==> config.mk <==
export PLATFORM = sky130hd
export DESIGN_NAME = dsp_ar_channel
export DESIGN_NICKNAME = d
export VERILOG_FILES = /design/src/rtl/dsp_ar_channel_pkg.sv /design/src/rtl/dsp_ar_channel_fifo.sv /design/src/rtl/dsp_ar_channel.sv
export SDC_FILE = /design/constraint.sdc
export NUM_CORES = 1
export LEC_CHECK = 0
export CAP_MARGIN = 30
export CORE_UTILIZATION = 40
export CTS_CLUSTER_DIAMETER = 60
export CTS_CLUSTER_SIZE = 20
export DETAILED_ROUTE_END_ITERATION = 12
export GPL_TIMING_DRIVEN = 1
export PLACE_DENSITY_LB_ADDON = 0.12
export SYNTH_ARGS = -nofsm -noshare
export SYNTH_HDL_FRONTEND = slang
export SYNTH_SLANG_ARGS = --single-unit
==> constraint.sdc <==
create_clock -name ACLK_i -period 2.6 [get_ports ACLK_i]
set_input_delay 0.52 -clock ACLK_i [delete_from_list [all_inputs] [get_ports ACLK_i]]
set_output_delay 0.52 -clock ACLK_i [all_outputs]
set_load 0.01 [all_outputs]
==> src/rtl/dsp_ar_channel_pkg.sv <==
// ---------------------------------------------------------------------------
// dsp_ar_channel_pkg
//   Shared definitions for the read/write address dispatchers.
//   - AXI control-field widths (ARLEN/ARBURST/ARSIZE).
//   - ar_ctrl_t: the burst-control fields that travel with an address beat.
//   - slv_decode(): maps the raw top address bits to a slave index. Indices
//     beyond the populated slave range are folded onto the last slave
//     because this block has no DECERR path. The AW dispatcher calls the
//     same function.
// ---------------------------------------------------------------------------
package dsp_ar_channel_pkg;

  localparam int ARLEN_W   = 8;
  localparam int ARBURST_W = 2;
  localparam int ARSIZE_W  = 3;

  typedef struct packed {
    logic [ARLEN_W-1:0]   len;
    logic [ARBURST_W-1:0] burst;
    logic [ARSIZE_W-1:0]  size;
  } ar_ctrl_t;

  // raw_id is the zero-extended slave field taken from the top address bits.
  function automatic logic [31:0] slv_decode(input logic [31:0] raw_id,
                                             input int unsigned slv_amt);
    logic [31:0] id;
    if (raw_id >= slv_amt) begin
      id = slv_amt - 1;
    end else begin
      id = raw_id;
    end
    return id;
  endfunction

endpackage

==> src/rtl/dsp_ar_channel_fifo.sv <==
// ---------------------------------------------------------------------------
// dsp_ar_channel_fifo
//   Synchronous FIFO used as the read-order queue. The head entry is kept in
//   a register (head_o) that always shows the oldest stored word while the
//   FIFO is not empty, so consumers never wait for a read cycle.
// Ports
//   clk      in   clock, rising edge
//   srst     in   synchronous active-high reset (pointers/count/head cleared)
//   push_i   in   write data_i (ignored while full)
//   data_i   in   DATA_WIDTH write data
//   pop_i    in   discard head entry (ignored while empty, asserted illegal)
//   head_o   out  DATA_WIDTH oldest entry, valid while ~empty_o
//   empty_o  out  no entries stored
//   full_o   out  FIFO_DEPTH entries stored
// ---------------------------------------------------------------------------
module dsp_ar_channel_fifo #(
  parameter int DATA_WIDTH = 1,
  parameter int FIFO_DEPTH = 4
) (
  input  logic                  clk,
  input  logic                  srst,
  input  logic                  push_i,
  input  logic [DATA_WIDTH-1:0] data_i,
  input  logic                  pop_i,
  output logic [DATA_WIDTH-1:0] head_o,
  output logic                  empty_o,
  output logic                  full_o
);

  localparam int PTR_W = $clog2(FIFO_DEPTH);
  localparam int CNT_W = PTR_W + 1;

  logic [DATA_WIDTH-1:0] mem_q [FIFO_DEPTH];

  logic [PTR_W-1:0]      wr_ptr_q, wr_ptr_d;
  logic [PTR_W-1:0]      rd_ptr_q, rd_ptr_d;
  logic [PTR_W-1:0]      rd_ptr_inc;
  logic [CNT_W-1:0]      count_q, count_d;
  logic [DATA_WIDTH-1:0] head_q, head_d;
  logic                  push_ok;
  logic                  pop_ok;

  assign empty_o = (count_q == '0);
  assign full_o  = (count_q == CNT_W'(FIFO_DEPTH));
  assign head_o  = head_q;

  assign push_ok    = push_i & ~full_o;
  assign pop_ok     = pop_i & ~empty_o;
  assign rd_ptr_inc = rd_ptr_q + 1'b1;

  always_comb begin
    wr_ptr_d = wr_ptr_q;
    rd_ptr_d = rd_ptr_q;
    count_d  = count_q;
    head_d   = head_q;

    if (push_ok) begin
      wr_ptr_d = wr_ptr_q + 1'b1;
    end
    if (pop_ok) begin
      rd_ptr_d = rd_ptr_inc;
    end

    case ({push_ok, pop_ok})
      2'b10:   count_d = count_q + 1'b1;
      2'b01:   count_d = count_q - 1'b1;
      default: count_d = count_q;
    endcase

    // Keep the head register pointing at the oldest live word. After a pop
    // the next word is either already in memory (count >= 2) or is the word
    // being pushed right now (count == 1 with a simultaneous push).
    if (pop_ok) begin
      if (count_q > CNT_W'(1)) begin
        head_d = mem_q[rd_ptr_inc];
      end else if (push_ok) begin
        head_d = data_i;
      end
    end else if (push_ok && empty_o) begin
      head_d = data_i;
    end
  end

  // Storage array carries no reset so it can map onto RAM.
  always_ff @(posedge clk) begin
    if (push_ok) begin
      mem_q[wr_ptr_q] <= data_i;
    end
  end

  always_ff @(posedge clk) begin
    if (srst) begin
      wr_ptr_q <= '0;
      rd_ptr_q <= '0;
      count_q  <= '0;
      head_q   <= '0;
    end else begin
      wr_ptr_q <= wr_ptr_d;
      rd_ptr_q <= rd_ptr_d;
      count_q  <= count_d;
      head_q   <= head_d;
    end
  end

  // A pop with nothing queued means the R path returned an unrequested burst.
  pop_when_empty_a : assert property (@(posedge clk) disable iff (srst)
                                      !(pop_i && empty_o));

endmodule

==> src/rtl/dsp_ar_channel.sv <==
// ---------------------------------------------------------------------------
// dsp_ar_channel
//   Per-master read-address dispatcher. Decodes ARADDR to a slave index,
//   forwards the AR beat through a one-entry register slice to the selected
//   slave arbiter, and records every accepted slave index in an in-order
//   queue whose head steers the RDATA return mux.
// Ports
//   ACLK_i / ARESET_i      clock, synchronous active-high reset
//   m_AR*_i, m_ARREADY_o   master-side AR channel
//   sa_AR*_o               AR payload shared by all slave arbiters
//   sa_ARVALID_o           one-hot valid, only the decoded slave's bit
//   sa_ARREADY_i           per-slave ready
//   m_RLAST_i              RLAST at the master R port
//   dsp_R_handshake_i      R handshake pulse from the RDATA dispatcher
//   dsp_AR_slv_id_o        slave index of the oldest outstanding burst
//   dsp_AR_disable_o       1 when no burst is outstanding
// ---------------------------------------------------------------------------
module dsp_ar_channel
  import dsp_ar_channel_pkg::*;
#(
  parameter int SLV_AMT        = 2,
  parameter int ADDR_WIDTH     = 32,
  parameter int TRANS_MST_ID_W = 5,
  parameter int SLV_ID_W       = $clog2(SLV_AMT),
  parameter int OUTST_AMT      = 4
) (
  input  logic                      ACLK_i,
  input  logic                      ARESET_i,
  input  logic [TRANS_MST_ID_W-1:0] m_ARID_i,
  input  logic [ADDR_WIDTH-1:0]     m_ARADDR_i,
  input  logic [ARLEN_W-1:0]        m_ARLEN_i,
  input  logic [ARBURST_W-1:0]      m_ARBURST_i,
  input  logic [ARSIZE_W-1:0]       m_ARSIZE_i,
  input  logic                      m_ARVALID_i,
  output logic                      m_ARREADY_o,
  output logic [TRANS_MST_ID_W-1:0] sa_ARID_o,
  output logic [ADDR_WIDTH-1:0]     sa_ARADDR_o,
  output logic [ARLEN_W-1:0]        sa_ARLEN_o,
  output logic [ARBURST_W-1:0]      sa_ARBURST_o,
  output logic [ARSIZE_W-1:0]       sa_ARSIZE_o,
  output logic [SLV_AMT-1:0]        sa_ARVALID_o,
  input  logic [SLV_AMT-1:0]        sa_ARREADY_i,
  input  logic                      m_RLAST_i,
  input  logic                      dsp_R_handshake_i,
  output logic [SLV_ID_W-1:0]       dsp_AR_slv_id_o,
  output logic                      dsp_AR_disable_o
);

  // ---------------- address decode ----------------
  logic [SLV_ID_W-1:0] dec_id;

  assign dec_id = SLV_ID_W'(slv_decode(32'(m_ARADDR_i[ADDR_WIDTH-1 -: SLV_ID_W]),
                                       SLV_AMT));

  // ---------------- register slice ----------------
  logic                      slice_vld_q,  slice_vld_d;
  logic [SLV_ID_W-1:0]       slice_id_q,   slice_id_d;
  logic [TRANS_MST_ID_W-1:0] slice_arid_q, slice_arid_d;
  logic [ADDR_WIDTH-1:0]     slice_addr_q, slice_addr_d;
  ar_ctrl_t                  slice_ctrl_q, slice_ctrl_d;

  logic slice_drain;
  logic mst_hs;
  logic q_full;
  logic q_pop;

  // Drain uses only registered slice state plus the slave ready, so valid
  // itself never depends on ready.
  assign slice_drain = slice_vld_q & sa_ARREADY_i[slice_id_q];

  // Ready looks at the registered full flag only; a pop in the same cycle
  // does not open the door until the following cycle.
  assign m_ARREADY_o = (~slice_vld_q | slice_drain) & ~q_full;
  assign mst_hs      = m_ARVALID_i & m_ARREADY_o;
  assign q_pop       = dsp_R_handshake_i & m_RLAST_i;

  always_comb begin
    slice_vld_d  = slice_vld_q;
    slice_id_d   = slice_id_q;
    slice_arid_d = slice_arid_q;
    slice_addr_d = slice_addr_q;
    slice_ctrl_d = slice_ctrl_q;

    // Loading takes priority over draining so a beat can enter in the same
    // cycle the previous one leaves (one AR per cycle). Payload only changes
    // on a load, which keeps it stable while waiting for ready.
    if (mst_hs) begin
      slice_vld_d        = 1'b1;
      slice_id_d         = dec_id;
      slice_arid_d       = m_ARID_i;
      slice_addr_d       = m_ARADDR_i;
      slice_ctrl_d.len   = m_ARLEN_i;
      slice_ctrl_d.burst = m_ARBURST_i;
      slice_ctrl_d.size  = m_ARSIZE_i;
    end else if (slice_drain) begin
      slice_vld_d = 1'b0;
    end
  end

  always_ff @(posedge ACLK_i) begin
    if (ARESET_i) begin
      slice_vld_q  <= 1'b0;
      slice_id_q   <= '0;
      slice_arid_q <= '0;
      slice_addr_q <= '0;
      slice_ctrl_q <= '0;
    end else begin
      slice_vld_q  <= slice_vld_d;
      slice_id_q   <= slice_id_d;
      slice_arid_q <= slice_arid_d;
      slice_addr_q <= slice_addr_d;
      slice_ctrl_q <= slice_ctrl_d;
    end
  end

  assign sa_ARID_o    = slice_arid_q;
  assign sa_ARADDR_o  = slice_addr_q;
  assign sa_ARLEN_o   = slice_ctrl_q.len;
  assign sa_ARBURST_o = slice_ctrl_q.burst;
  assign sa_ARSIZE_o  = slice_ctrl_q.size;

  generate
    for (genvar gi = 0; gi < SLV_AMT; gi++) begin : g_valid
      assign sa_ARVALID_o[gi] = slice_vld_q & (slice_id_q == SLV_ID_W'(gi));
    end
  endgenerate

  // ---------------- read-order queue ----------------
  logic q_empty;

  dsp_ar_channel_fifo #(
    .DATA_WIDTH (SLV_ID_W),
    .FIFO_DEPTH (OUTST_AMT)
  ) u_order_q (
    .clk     (ACLK_i),
    .srst    (ARESET_i),
    .push_i  (mst_hs),
    .data_i  (dec_id),
    .pop_i   (q_pop),
    .head_o  (dsp_AR_slv_id_o),
    .empty_o (q_empty),
    .full_o  (q_full)
  );

  assign dsp_AR_disable_o = q_empty;

endmodule

Yosys cells after proc, flatten, opt, wreduce, memory -nomap -nowiden. Memory sizes are Yosys's and may differ from the RTL's. Index checks and enable logic that the tools add are counted.

Bits in registers: 60. RAM bits: 4. Bits of input ports: 57. Memories: 1.

Add/sub/neg operators: 4. Magnitude comparators: 2. Eq/ne operators: 4. Mux-type cells: 11. Bitwise operators: 13. Reductions and logical operators: 6.

Memories: u_order_q.mem_q (depth 4, width 1, read ports 1, clocked after memory_dff 0, wr ports 1, line dsp_ar_channel_fifo.sv:33) `logic [DATA_WIDTH-1:0] mem_q [FIFO_DEPTH];`.

Operator list (count): two-way mux 1 bit (10); bitwise AND 1 bit (8); one-hot mux 3 bit (2 select lines) (1); nonzero test 2 bit (3); adder 2 x 1 -> 2 bit (second input constant) (2); NOT 1 bit (4); adder 3 x 1 -> 3 bit (second input constant) (1); equality test 3 bit (second input constant) (1); greater-than comparator 3 x 1 -> 1 bit (second input constant) (1); zero test 3 bit (1); inequality test 3 x 2 -> 1 bit (second input constant) (1); subtractor 3 x 1 -> 3 bit (second input constant) (1); equality test 2 x 1 -> 1 bit (second input constant) (1); equality test 2 bit (second input constant) (1); < comparator 1 x 2 -> 1 bit (second input constant) (1); AND reduction 2 bit (1); logical AND 1 bit (1); bitwise OR 1 bit (1).

Depth between registers and ports, before layout.
Depth after elaboration: 10. Mapped depth: 9. Mapped depth without buffers: 9.

Cells and area by module. A second synthesis with hierarchy kept.

Cell total of the unflattened synthesis: 293. Area total of the unflattened synthesis: 3024.2 sq um.

By module, submodules not included: dsp_ar_channel (instances 1, cells an instance 227, area each 2341.0 sq um); dsp_ar_channel_fifo (instances 1, cells an instance 66, area each 683.2 sq um).

Worst setup path after synthesis. No wires, ideal clock.

Path kind: register to register. From: register u_order_q.count_q[0]. To: register u_order_q.count_q[2]. Setup time: 0.071 ns. Data arrival time: 2.166 ns. Required time: 2.529 ns. Path slack: 0.364 ns. Cell stages (with the launch flop): 9. Cells stage by stage: dfxtp_1 > inv_1 > ha_1 > a221oi_2 > buf_2 > inv_1 > ha_1 > or3_1 > a21oi_1.

Word-level cells in the longest chain between the ends: 7. Elaborated cells on any way between the ends: 14. Classes of those cells: add/sub: 2; eq/ne: 3; mux: 1; bitwise: 6; reduce/logical: 2.

Ends and longest elaborated chain: from (decl) (line dsp_ar_channel_fifo.sv:38) `logic [CNT_W-1:0] count_q, count_d;`; from (signal assigned) (line dsp_ar_channel_fifo.sv:100) `count_q <= count_d;`; equality test 3 bit (line dsp_ar_channel_fifo.sv:44) `assign full_o = (count_q == CNT_W'(FIFO_DEPTH));`; NOT 1 bit (line dsp_ar_channel_fifo.sv:47, dsp_ar_channel.sv:73); bitwise AND 1 bit (line dsp_ar_channel.sv:73) `assign m_ARREADY_o = (~slice_vld_q | slice_drain) & ~q_full;`; bitwise AND 1 bit (line dsp_ar_channel.sv:74) `assign mst_hs = m_ARVALID_i & m_ARREADY_o;`; bitwise AND 1 bit (line dsp_ar_channel_fifo.sv:47) `assign push_ok = push_i & ~full_o;`; equality test 2 x 1 -> 1 bit / equality test 2 bit (equally long branches) (line dsp_ar_channel_fifo.sv:64) `case ({push_ok, pop_ok})`; one-hot mux 3 bit (2 select lines) / nonzero test 2 bit (equally long branches).

Several ways; a longest one is shown, not always the timed one. A chain may end at the register's enable or synchronous reset.

Final worst setup path.
From: input port sa_ARREADY_i[1]. To: output port m_ARREADY_o.

Word-level cells in the longest chain between the ends: 5.

Ends and longest elaborated chain: from (decl) (line dsp_ar_channel.sv:42) `input logic [SLV_AMT-1:0] sa_ARREADY_i,`; two-way mux 1 bit (not written as such) (2 in series) (line dsp_ar_channel.sv:69) `assign slice_drain = slice_vld_q & sa_ARREADY_i[slice_id_q];`; bitwise AND 1 bit (line dsp_ar_channel.sv:69); bitwise OR 1 bit (line dsp_ar_channel.sv:73); bitwise AND 1 bit (line dsp_ar_channel.sv:73); to (decl) (line dsp_ar_channel.sv:35) `output logic m_ARREADY_o,`.

No other way between the ends. The select of a mux whose other input is x is not followed.

==> metrics.txt <==
DIE AREA=roughly 6600 um2; Worst-Margin Slew=0.625 ns; Mean Syn Cell Area=10.6 um2; Clock Path Buffers=2; I/O Buffers=between 100 and 150; Via Count=approximately 2000; largest net degree at the start of global routing=between 50 and 60; FP Rows=28; WS Path Type=in2out; Tmin final=approximately 2.4 ns; CTS resizes=0; antenna cell count=0; starting density of the core=41.8%; Remaining DRCs=0; initial antenna violation count=0; Worst Setup End Kind=primary output; Setup Fix Bufs, Post-CTS=0; CTS clock-pin slew for the worst setup and hold paths=about 0.070 ns; Lkg Pwr=1.59 nW; total power=2.43 mW; CTS buffer count=9; GRT overflow=0; DRT Pass-1 Iters=4; Syn Inst Count=~240; Layout Cells excl Fill=between 400 and 500; peak supply drop=roughly 0.00036 V; clk_skew=between 0.004 and 0.005 ns; Sink Count=63; synthesized net count=300; share of cells above drive strength 1=under 10%; worst skew pair latency=roughly 0.33 ns; Crit path buffers/inverters=2; status=finished clean; root buf cell=clkbuf_8; Vias per Instance=4.60; Max stage delay on crit path=0.46 ns; kind of cell adding the most delay to the critical path=buffers and inverters; crit path cell chain=clkdlybuf4s50_1, mux2i_1, nand2_1, and2_1, clkdlybuf4s50_1; crit path DAT=1.92 ns; Ports=112; Post-Syn Area=2500 um2; post-synth cell types=27; CP required=approximately 2.1 ns; placed cells=between 400 and 500; H-tree levels=3; CTS tree=done; sequential area share after synthesis=52.0%; hold buffer count at cts=0; Setup Viol. Count Final=0; Final period util=93.9%; Final Max Slew Viols=0; PD cells=approximately 640 nW/um2; Final ANT Viol Nets=0; detailed placement HPWL=~3.6 mm; worst hold path class=reg2reg; core area=5990 um2; RD Place Congestion=slightly below 0.7; DRT iter0 DRCs=29; Slew HR=a little under 60%; Max Cap Viol=0; CP Launch Type=input pin; Layout area overhead=52.8%; Final Hold Vio Count=0; worst-path maximum fanout=2; final-stage net count=about 410; YS warnings=0; RSZ-0062 raised after global routing=no; die width=about 81 um; Total GRT Usage=roughly 17%; first-pass GRT wire length=8.14 mm; Setup TNS=0 ns; Seq cells post-synth=between 60 and 70; Avg WL per Cell=about 13 um; maximum clock rate=410 MHz; final WL=approximately 5.3 mm; vias in the first global route=~1800; die height=approximately 80 um; Worst path most repeated cell=clkdlybuf4s50_1; Max stage delay cell, worst path=clkdlybuf4s50_1
cells in the final DEF, fill, tap and decap left out:
cell type,synthesis,final
and2_1,6,6
nor3b_1,1,1
clkdlybuf4s50_1,0,110
buf_12,0,1
clkinv_2,0,3
a31oi_1,1,1
edfxtp_1,4,4
a211oi_1,1,1
o21ai_0,1,1
buf_4,3,2
nor2b_1,1,1
a21boi_0,1,1
nand2b_1,1,1
dfxtp_1,59,59
buf_2,1,1
a221oi_4,0,1
nand2_1,3,3
clkbuf_1,7,1
a21oi_1,3,3
xnor2_1,3,3
ha_1,8,8
inv_4,0,1
mux4_2,1,1
mux2i_1,55,55
nor2_1,58,58
xor2_1,2,2
clkbuf_8,0,10
o21bai_1,1,1
or3_1,1,1
inv_1,8,8
o32ai_1,1,1
cell usage after synthesis:
cell       n  area share (%)
nand2_1    3            0.45
a221oi_2   1            0.60
o32ai_1    1            0.35
o21ai_0    1            0.20
buf_6      3             1.4
xor2_1     2            0.70
a211oi_1   1            0.30
nor3b_1    1            0.30
and2_1     6             1.5
buf_2      1            0.20
mux4_2     1            0.90
xnor2_1    3             1.1
inv_1      8             1.2
nor2b_1    1            0.25
a31oi_1    1            0.25
edfxtp_1   4             4.8
mux2i_1   55              22
nand2b_1   1            0.25
a21oi_1    3            0.60
buf_4      3            0.90
a21boi_0   1            0.30
dfxtp_1   59              47
clkbuf_1   7             1.1
nor2_1    58             8.7
ha_1       8             4.0
o21bai_1   1            0.30
or3_1      1            0.25
power by group:
part	switching (mW)	internal (mW)	total (mW)
clock	0.354	0.362	0.716
combinational	0.257	0.344	0.601
sequential	0.0539	1.06	1.12
total	0.664	1.77	2.43
worst register-to-register path, cell delays in order, from the launching register on:
cell	delay (ns)
dfxtp_1	0.37
inv_1	0.08
ha_1	0.29
a221oi_4	0.37
inv_1	0.11
ha_1	0.36
or3_1	0.36
a21oi_1	0.14
metrics by stage:
stage | hold slack [ns] | utilization [%] | worst slack [ns] | area (um2)
global route | 0.513 | 63.8 | 0.0822 | 3820
detailed placement | 0.482 | 61.1 | 0.144 | 3660
global placement | 0.472 | 61.1 | 0.163 | 3660
finish | 0.492 | 63.8 | 0.158 | 3820
CTS | 0.499 | 63.8 | 0.143 | 3820
floorplan | 0.475 | - | 0.364 | 2500
logic make-up after synthesis:
group	synth area share, %
xor+xnor	1.75
compound gates	2.90
simple gates	11.7
flops	52.0
fa+ha+maj	4.00
mux	22.9
buf+inv	4.70
state kept, by name, indices dropped and copies added, names as in the netlist, 3 cells and up:
register / flops
sa_ARLEN_o: 8
sa_ARSIZE_o: 3
u_order_q.mem_q: 4
sa_ARADDR_o: 31
u_order_q.count_q: 3
sa_ARID_o: 5
final timing paths:
check / startpoint / to / slack, ns / cells after the start
worst max-delay path: sa_ARREADY_i[1] / m_ARREADY_o / 0.16 / 5
worst min-delay path: sa_ARSIZE_o[1]$_SDFFE_PP0P_ / sa_ARSIZE_o[1]$_SDFFE_PP0P_ / 0.49 / 2
worst max register to register: u_order_q.count_q[0]$_SDFFE_PP0P_ / u_order_q.count_q[2]$_SDFFE_PP0P_ / 0.46 / 7
worst min register to register: sa_ARSIZE_o[1]$_SDFFE_PP0P_ / sa_ARSIZE_o[1]$_SDFFE_PP0P_ / 0.49 / 2
routing by layer:
metal | GRT usage, % | vias up | share of wire (%)
met1 | 18.1 | 885 | 42
met5 | 0 | - | 0
met3 | 7.53 | 4 | 8.5
li1 | - | 1001 | -
met2 | 28.2 | 64 | 49
met4 | 6.96 | 0 | 1.1
final cells by class:
type,instances,area [um2]
Clock inverter,4,21.3
Tap cell,75,93.8
Fill cell,507,2170
Timing Repair Buffer,114,1140
Sequential cell,63,1300
Inverter,8,30.0
Multi-Input combinational cell,150,1090
Clock buffer,11,141
Power figures use the tool's default switching activity.
